## config.mk

```make
export PLATFORM = sky130hd
export DESIGN_NAME = sc_to_binary
export DESIGN_NICKNAME = d
export VERILOG_FILES = /design/src/rtl/sc_pkg.sv /design/src/rtl/sc_window_counter.sv /design/src/rtl/sc_to_binary.sv
export SDC_FILE = /design/constraint.sdc
export NUM_CORES = 1
export LEC_CHECK = 0
export ABC_CLOCK_PERIOD_IN_PS = 1900
export BUFFER_PORTS_ARGS = -buffer_cell sky130_fd_sc_hd__buf_4
export CAP_MARGIN = 30
export CELL_PAD_IN_SITES_DETAIL_PLACEMENT = 1
export CELL_PAD_IN_SITES_GLOBAL_PLACEMENT = 2
export CORE_MARGIN = 2
export CORE_UTILIZATION = 35
export DETAILED_ROUTE_END_ITERATION = 16
export PLACE_DENSITY = 0.87
export SLEW_MARGIN = 20
export SYNTH_ARGS = -nofsm -noshare
export SYNTH_HDL_FRONTEND = slang
export SYNTH_SLANG_ARGS = --single-unit
```

## constraint.sdc

```tcl
create_clock -name clk -period 1.9 [get_ports clk]
set_clock_uncertainty 0.05 [all_clocks]
set_input_delay 0 -clock clk [delete_from_list [all_inputs] [get_ports clk]]
set_output_delay 0 -clock clk [all_outputs]
set_load 0.05 [all_outputs]
```

## src/rtl/sc_pkg.sv

```systemverilog
// ---------------------------------------------------------------------------
// sc_pkg -- shared definitions for the stochastic-computing datapath.
//
// Holds the stochastic stream length constant and the FSM state encoding
// used by the stochastic-to-binary decoder (and the matching converter).
// ---------------------------------------------------------------------------
package sc_pkg;

  // Binary width of stochastic values; a window carries 2**SC_LENGTH-1 bits.
  localparam int SC_LENGTH = 8;

  typedef enum logic [1:0] {
    IDLE  = 2'd0,
    COUNT = 2'd1,
    DONE  = 2'd2
  } sc_state_e;

endpackage : sc_pkg

```

## src/rtl/sc_window_counter.sv

```systemverilog
// ---------------------------------------------------------------------------
// sc_window_counter -- counts qualified bits and ones within one window.
//
// Ports:
//   clk     in   clock, rising edge
//   reset   in   synchronous active-high reset, clears both counters
//   clear   in   clears both counters (start of a new window)
//   enable  in   consume bit_in this edge (qualified bit)
//   bit_in  in   stochastic bit to accumulate
//   ones    out  number of ones consumed so far in the window
//   last    out  the next qualified bit is the final bit of the window
// ---------------------------------------------------------------------------
module sc_window_counter
  import sc_pkg::*;
#(
  parameter int WIDTH = SC_LENGTH
) (
  input  logic             clk,
  input  logic             reset,
  input  logic             clear,
  input  logic             enable,
  input  logic             bit_in,
  output logic [WIDTH-1:0] ones,
  output logic             last
);

  // Index of the final qualified bit: 2**WIDTH-2 counted bits precede it.
  localparam logic [WIDTH-1:0] LAST_IDX = {{(WIDTH-1){1'b1}}, 1'b0};

  logic [WIDTH-1:0] bit_cnt_reg;
  logic [WIDTH-1:0] ones_reg;

  // ones_reg can reach at most 2**WIDTH-1 (after the final bit), so it
  // never wraps within a window.
  always_ff @(posedge clk) begin
    if (reset || clear) begin
      bit_cnt_reg <= '0;
      ones_reg    <= '0;
    end else if (enable) begin
      bit_cnt_reg <= bit_cnt_reg + 1'b1;
      ones_reg    <= ones_reg + {{(WIDTH-1){1'b0}}, bit_in};
    end
  end

  assign ones = ones_reg;
  assign last = (bit_cnt_reg == LAST_IDX);

endmodule : sc_window_counter

```

## src/rtl/sc_to_binary.sv

```systemverilog
// ---------------------------------------------------------------------------
// sc_to_binary -- decodes a stochastic bitstream into a binary ones count.
//
// After a start request, 2**WIDTH-1 qualified bits (sc_valid=1) are
// accumulated; the ones count is then presented on bnum with out_valid until
// the consumer accepts it with out_ready.
//
// Ports:
//   clk        in   clock, rising edge
//   reset      in   synchronous active-high reset
//   start      in   begin a window (only honoured when idle)
//   sc_bit     in   stochastic bit
//   sc_valid   in   sc_bit qualifier
//   bnum       out  decoded value, held until the next window completes
//   out_valid  out  bnum holds a result not yet accepted
//   out_ready  in   consumer accepts bnum
//   busy       out  window in progress or result pending
// ---------------------------------------------------------------------------
module sc_to_binary
  import sc_pkg::*;
#(
  parameter int WIDTH = SC_LENGTH
) (
  input  logic             clk,
  input  logic             reset,
  input  logic             start,
  input  logic             sc_bit,
  input  logic             sc_valid,
  output logic [WIDTH-1:0] bnum,
  output logic             out_valid,
  input  logic             out_ready,
  output logic             busy
);

  sc_state_e        state_reg, state_next;
  logic [WIDTH-1:0] bnum_reg, bnum_next;
  logic             out_valid_reg, out_valid_next;

  logic             cnt_clear;
  logic             cnt_enable;
  logic [WIDTH-1:0] cnt_ones;
  logic             cnt_last;

  sc_window_counter #(
    .WIDTH (WIDTH)
  ) u_window_counter (
    .clk    (clk),
    .reset  (reset),
    .clear  (cnt_clear),
    .enable (cnt_enable),
    .bit_in (sc_bit),
    .ones   (cnt_ones),
    .last   (cnt_last)
  );

  always_ff @(posedge clk) begin
    if (reset) begin
      state_reg     <= IDLE;
      bnum_reg      <= '0;
      out_valid_reg <= 1'b0;
    end else begin
      state_reg     <= state_next;
      bnum_reg      <= bnum_next;
      out_valid_reg <= out_valid_next;
    end
  end

  always_comb begin
    state_next     = state_reg;
    bnum_next      = bnum_reg;
    out_valid_next = out_valid_reg;
    cnt_clear      = 1'b0;
    cnt_enable     = 1'b0;

    unique case (state_reg)
      IDLE: begin
        if (start) begin
          cnt_clear  = 1'b1;
          state_next = COUNT;
        end
      end

      COUNT: begin
        if (sc_valid) begin
          cnt_enable = 1'b1;
          // The final bit is folded in directly so the result is registered
          // on the same edge that consumes it.
          if (cnt_last) begin
            bnum_next      = cnt_ones + {{(WIDTH-1){1'b0}}, sc_bit};
            out_valid_next = 1'b1;
            state_next     = DONE;
          end
        end
      end

      DONE: begin
        if (out_ready) begin
          out_valid_next = 1'b0;
          state_next     = IDLE;
        end
      end

      default: begin
        state_next     = IDLE;
        out_valid_next = 1'b0;
      end
    endcase
  end

  assign bnum      = bnum_reg;
  assign out_valid = out_valid_reg;
  assign busy      = (state_reg == COUNT) || (state_reg == DONE);

endmodule : sc_to_binary
```

==> results of run 1 <==
[power by group through the flow]
stage                     registers (mW)  clock network [mW]  logic, mW
after floorplan                    0.626                   0      0.309
after global placement             0.629                   0      0.406
after detailed placement           0.631                   0      0.424
after CTS                          0.617               0.350      0.428
after global routing               0.623               0.370      0.465
final                              0.617               0.335      0.423
[cells in the mapped netlist, types with 2 or more instances]
cell type   n
and3_1      3
a211oi_2    3
inv_1       4
clkbuf_1    2
or3_2       2
dfxtp_1    27
nor3_1      2
nand4_1     7
nand2_1     9
a21o_1      2
xor2_1     10
a211oi_1    4
nand3_1     7
a21oi_1     8
o21ai_0     5
ha_1        9
nor2_1     22
xnor2_1     7
mux2i_1     2
[metrics by stage]
stage               area [µm²]  util (%)  hold WS (ps)
CTS                       1550      42.7          48.6
finish                    1550      42.7          54.5
global route              1550      42.7          69.1
floorplan                 1320         -          22.8
global placement          1490      41.0           226
detailed placement        1490      41.0           242
[worst reg2reg max path: cells and delay by family, from the launching register on]
kind / cells / cell delay [ps]
adder cells (fa/ha/maj): 1 / 270
multiplexers: 1 / 200
flip-flops: 1 / 340
AND/OR/NAND/NOR: 3 / 350
buffers and inverters: 2 / 350
[cells by family after synthesis]
| group | synth area share [%] |
|---|---|
| and+or+nand+nor | 22.5 |
| DFF | 40.9 |
| AOI/OAI and AO/OA | 12.3 |
| xor gates and xnor gates | 11.3 |
| adders and majority gates | 8.53 |
| buffers and inverters | 2.94 |
| muxes | 1.52 |
[how the worst max path moves through the flow]
stage	startpoint	endpoint	slack, ps	cells past startpoint
2_1_floorplan	state_reg[1]	bnum[5]	280	7
3_3_place_gp	state_reg[1]	bnum[0]	300	7
3_5_place_dp	state_reg[1]	bnum[0]	240	7
4_1_cts	state_reg[1]	bnum[1]	230	7
5_1_grt	state_reg[1]	bnum[4]	70	7
6_report	state_reg[1]	bnum[1]	240	7
[area by class of cell]
type	instances	area share [%]
inverters	4	0.969
multi-input cells	110	47.8
well taps	48	3.87
clock inverters	1	0.484
flip-flops and latches	27	34.9
clock buffers	3	2.66
repair buffers	19	9.36
[metal layers]
layer / wire length [µm] / global-route usage, % / up-vias
met3: 73 / 2.05 / 3
li1: - / - / 540
met2: 1330 / 23.9 / 15
met4: 28 / 7.03 / 0
met1: 1330 / 18.1 / 505
met5: 0 / 0 / -
==> impl_metrics.csv, run 1 <==
group,metric,value,unit
run_status,status,"completed",
yosys,syn_avg_cell_area,9.10,µm²
route,drc,0,
worst_setup_path,r2r_start,"state_reg[1]",
worst_setup_path,crit_chain,"inv_1 > ha_1 > nand2_4 > nor3_4 > buf_4 > mux2i_1 > nor2_1",
worst_hold_path,hold_path.startpoint,"sc_valid",
final_layout,drive_gt1_share,18.9,%
final_layout,multiInputGateArea,741,µm²
timing,worst_pin_slew,507,ps
yosys,ys.flop_type,"dfxtp_1",
final_layout,area_growth,17.4,%
yosys,synth.largest_area_cell,"dfxtp_1",
worst_setup_path,cp_top_family,"buffers and inverters",
floorplan,die_area,4280,µm²
worst_setup_path,critPathLaunchType,"flop",
yosys,ys_seq_area_share,40.9,%
route,ant_nets,0,
place,post-dp-hpwl,2.13,mm
route,drt_wl_total,2.77,mm
flow_run,drv_cap,0,
timing,final-hold-violation-count,0,
yosys,syn-cell-area,1320,µm²
place,placed_cells,207,
route,vias,1063,
yosys,syn_inst,145,
global_route,grt_start_max_net_pins,17,
yosys,synth_nets,160,
yosys,async_flop_share,0,%
worst_hold_path,hold_depth,4,
floorplan,rows,22,
timing,max_freq,0.601,GHz
place,pre_cts_ws,243,ps
final_layout,final_cell_mix,"dfxtp_1 (27), nor2_1 (22), buf_4 (18), xor2_1 (10)",
yosys,ys.warnings.count,0,
yosys,synth_cell_types,29,
power,pwr-share-seq,44.9,%
cts,post_cts_buffers,0,
cts,clkSinkCount,27,
final_layout,fillers,457,
cts,ctsRootBufferMaster,"clkbuf_8",
power,leakage,0.581,nW
power,p_sw_share,35.3,%
yosys,synthTopCellsByArea,"dfxtp_1 (41%), ha_1 (8.5%), xor2_1 (6.6%), nor2_1 (6.3%), xnor2_1 (4.6%)",
final_layout,stdcell_count,212,
global_route,groute.usage.overall,14.3,%
place,gp_congestion,0.771,
timing,grt_setup_unrepaired,"no",
floorplan,core,3630,µm²
power,power,1.38,mW
power,p_comb_share,30.8,%
worst_setup_path,cpMaxStageDelayCell,"dfxtp_1",
timing,setup_viol_count_final,0,
worst_setup_path,cp_max_fo,15,
power,clkPwrFrac,24.4,%
worst_setup_path,reg2reg_depth,7,
cts,clkLatencyLatePin,270,ps
final_layout,finalNetCount,180,
global_route,grt_pass1_wl,4.66,mm
place,io_buffers,15,
route,wl_per_cell,13.1,µm
floorplan,ios,16,
cts,path_clk_slew,90,ps
worst_setup_path,cp-end-kind,"flop",
worst_setup_path,required,2030,ps
power,power.density,887,nW/µm²
global_route,grt_pass1_vias,1025,
route,via_per_inst,5.01,
global_route,grt_overflow,0,
yosys,synth_edf_count,0,
worst_setup_path,cpPeakStageDelay,340,ps
floorplan,start_util,36.3,%
timing,fin_crit_sh,87.5,%
timing,relSlewSlack,66.2,%
worst_setup_path,r2r_end,"bnum[1]",
cts,hold_buffers,1,
cts,cts_resized,0,
timing,report.final.slew_viol_count,0,
cts,cts_tree,"built",
worst_setup_path,cp.buffers_inverters,2,
timing,min_period,1660,ps
final_layout,final_common_cell,"dfxtp_1",
power,irDropWorstVdd,264,µV
worst_hold_path,hp-class,"input pin to flop",
power,intPower,889,µW
route,initialDrtViolationCount,50,
final_layout,ff_latch_area,541,µm²
worst_hold_path,min_to,"u_window_counter.ones[0]",
cts,h-tree-depth,1,
cts,cts_buffers,3,
power,power_switching,486,µW
timing,finalSetupTns,0,ps
final_layout,antenna_cells,0,
cts,cts_buffer_depth,2,
floorplan,die_h,65.4,µm
yosys,ys_seq_elements,27,
route,firstDrtPassIters,4,
floorplan,die_w,65.4,µm
yosys,yosysTopAreaCellShare,40.9,%
worst_setup_path,reg2reg_slack,240,ps
worst_setup_path,path_class,"flop to flop",
worst_setup_path,cp.arrival,1790,ps
timing,worst_slack,237,ps
global_route,antenna_found_initial,0,
Power figures use the tool's default switching activity.
==> run 2: changes to the inputs <==
--- a/config.mk
+++ b/config.mk
@@ -13,8 +13,10 @@
 export CORE_MARGIN = 2
 export CORE_UTILIZATION = 35
 export DETAILED_ROUTE_END_ITERATION = 16
+export GPL_TIMING_DRIVEN = 0
 export PLACE_DENSITY = 0.87
 export SLEW_MARGIN = 20
 export SYNTH_ARGS = -nofsm -noshare
 export SYNTH_HDL_FRONTEND = slang
+export SYNTH_HIERARCHICAL = 1
 export SYNTH_SLANG_ARGS = --single-unit
==> run 2 against run 1 <==
  * First-iteration DRC count decreased by 66%
  * Wire length is 1.7% higher
  * Flip-flop and latch count did not move
  * Largest cell class unchanged
==> impl_metrics.csv, run 2 <==
group,metric,value,unit
worst_setup_path,cp_max_fo,10,
timing,max_freq,0.569,GHz
global_route,grt_pass1_wl,5.03,mm
final_layout,stdcell_count,217,
final_layout,drive_gt1_share,20.1,%
timing,hold_slack,60.0,ps
floorplan,die_area,4350,µm²
floorplan,die_h,66.0,µm
timing,final-hold-violation-count,0,
place,io_buffers,15,
floorplan,rows,22,
yosys,synth_edf_count,0,
timing,fin_crit_sh,92.5,%
worst_setup_path,cp_top_family,"simple AND/OR/NAND/NOR gates",
worst_hold_path,hold_depth,4,
floorplan,core,3690,µm²
worst_setup_path,critPathLaunchType,"flop",
global_route,grt_pass1_vias,1135,
global_route,use_met1,17.3,%
cts,cts_tree,"built",
route,ant_nets,0,
yosys,yosysTopAreaCellShare,40.2,%
route,via_per_inst,5.09,
final_layout,finalNetCount,187,
worst_setup_path,cpMaxStageDelayCell,"dfxtp_1",
yosys,synth.largest_area_cell,"dfxtp_1",
cts,cts_buffer_depth,2,
route,drt_wl_total,2.82,mm
worst_setup_path,r2r_start,"u_window_counter/bit_cnt_reg[0]",
global_route,antenna_found_initial,0,
route,wl_per_cell,13.0,µm
timing,worst_pin_slew,471,ps
route,vias,1104,
route,drc,0,
worst_setup_path,crit_cells,9,
place,gp_congestion,0.741,
cts,clkSinkCount,27,
floorplan,start_util,36.4,%
worst_setup_path,r2r_end,"bnum[1]",
global_route,grt_start_max_net_pins,15,
yosys,syn_avg_cell_area,9.02,µm²
global_route,grtUsageMet3,2.73,%
final_layout,antenna_cells,0,
timing,report.final.slew_viol_count,0,
global_route,busiest_layer,"met2",
worst_setup_path,cp-startpoint,"u_window_counter/bit_cnt_reg[0]",
run_status,status,"completed",
yosys,ys_top_cells_by_count,"dfxtp_1 (27), nor2_1 (18), ha_1 (11)",
final_layout,post-route-util,43.3,%
timing,grt_setup_unrepaired,"no",
worst_setup_path,path_class,"flop to flop",
place,placed_cells,212,
final_layout,area_growth,18.8,%
yosys,syn_inst,149,
power,power,1.02,mW
worst_setup_path,required,2000,ps
worst_setup_path,cp.arrival,1850,ps
cts,path_clk_slew,90,ps
global_route,grt_overflow,0,
timing,worst_slack,143,ps
yosys,syn-cell-area,1340,µm²
yosys,synthTopCellsByArea,"dfxtp_1 (40%), ha_1 (10%), xor2_1 (5.2%), nor2_1 (5.0%), nand4_1 (3.3%)",
final_layout,final_common_cell,"dfxtp_1",
power,power.density,639,nW/µm²
power,irDropWorstVdd,229,µV
floorplan,ios,16,
flow_run,drv_cap,0,
worst_setup_path,cpPeakStageDelay,370,ps
timing,setup_viol_count_final,0,
worst_setup_path,crit_end,"bnum[1]",
route,firstDrtPassIters,3,
global_route,groute.usage.overall,14.9,%
worst_setup_path,cp-end-kind,"flop",
worst_hold_path,hp-class,"input pin to flop",
worst_setup_path,cp.buffers_inverters,3,
route,initialDrtViolationCount,17,
yosys,ys_seq_area_share,40.2,%
worst_setup_path,reg2reg_slack,140,ps
yosys,synth_cell_types,31,
yosys,ys.flop_type,"dfxtp_1",
yosys,synth.most_common_cell,"dfxtp_1",
yosys,async_flop_share,0,%
final_layout,final_cell_mix,"dfxtp_1 (26), nor2_1 (18), buf_4 (16), ha_1 (11)",
global_route,grt_use_met2,26.6,%
worst_setup_path,crit_chain,"inv_1 > ha_1 > nand2_1 > nor3_4 > and3_1 > buf_2 > buf_6 > mux2i_1 > nor2_1",
cts,h-tree-depth,1,
timing,min_period,1760,ps
power,leakage,0.581,nW
yosys,synth_nets,166,
cts,clkLatencyLatePin,270,ps
place,pre_cts_ws,-53.2,ps
floorplan,die_w,66.0,µm
yosys,ys.warnings.count,6,
worst_setup_path,reg2reg_depth,9,
cts,cts_buffers,3,
yosys,ys_seq_elements,27,
place,post-dp-hpwl,2.16,mm
timing,relSlewSlack,68.6,%
cts,ctsRootBufferMaster,"clkbuf_8",
-- run 2: changes by cell type after synthesis, moves of 3 or more --
cell      change
a211oi_2      -3
xnor2_1       -5
nor2_1        -4
a311oi_1      +4
or3_1         +6
and2_1        +3
o21ai_0       +3
-- run 2: worst min path at each step --
stage | slack, ps | from | end
6_report | 60 | sc_bit | u_window_counter/ones[0]
2_1_floorplan | 20 | reset | out_valid
4_1_cts | 60 | sc_bit | u_window_counter/ones[0]
5_1_grt | 90 | start | state_reg[1]
3_3_place_gp | 120 | reset | out_valid
3_5_place_dp | 130 | reset | out_valid
-- run 2: metrics by stage --
stage	instance area, µm²	setup TNS (ps)
6_report	1600	0
5_1_grt	1600	0
4_1_cts	1580	0
3_5_place_dp	1520	-182
3_3_place_gp	1520	0
2_1_floorplan	1340	0
-- run 2: area by class of cell --
type                       count  area [µm²]
timing repair buffer          17         130
buffer                         5        32.5
sequential                    27         542
clock buffer                   4        45.0
multi-input combinational    111         768
tap                           48        60.1
inverter                       5        18.8
fill                         456        2090
-- run 2: kinds of logic (layout without fill, tap and decap cells) --
| group | after synthesis | after routing | share of synthesized area [%] |
|---|---|---|---|
| simple gates | 57 | 57 | 22.1 |
| compound gates | 29 | 29 | 14.4 |
| flops | 27 | 27 | 40.2 |
| fa+ha+maj | 11 | 11 | 10.2 |
| buf+inv | 11 | 31 | 3.54 |
| xor+xnor | 10 | 10 | 6.52 |
| mux | 4 | 4 | 2.98 |
-- run 2: power breakdown --
part / switching, mW / leakage, nW / internal [mW]
clock: 0.172 / 0.0228 / 0.150
sequential: 0.00769 / 0.218 / 0.572
combinational: 0.0704 / 0.340 / 0.0475
total: 0.250 / 0.581 / 0.770
-- run 2: tightest hold or removal path: cells and delay by family --
kind / cells / cell delay, ps
fa+ha+maj: 1 / 130
buf+inv: 1 / 90
mux: 1 / 60
simple gates: 1 / 70
-- run 2: what timing repair did --
item	CTS	global route
endpoints found under the hold margin	1	0
pin swaps	0	1
buffers inserted	0	1
setup endpoints to repair	14	16
hold buffers	1	0
gates resized for setup	3	4
-- run 2: layer usage --
layer	up-vias	routed length, µm
met5	-	0
met3	2	73
met4	0	23
li1	573	-
met2	11	1360
met1	518	1360
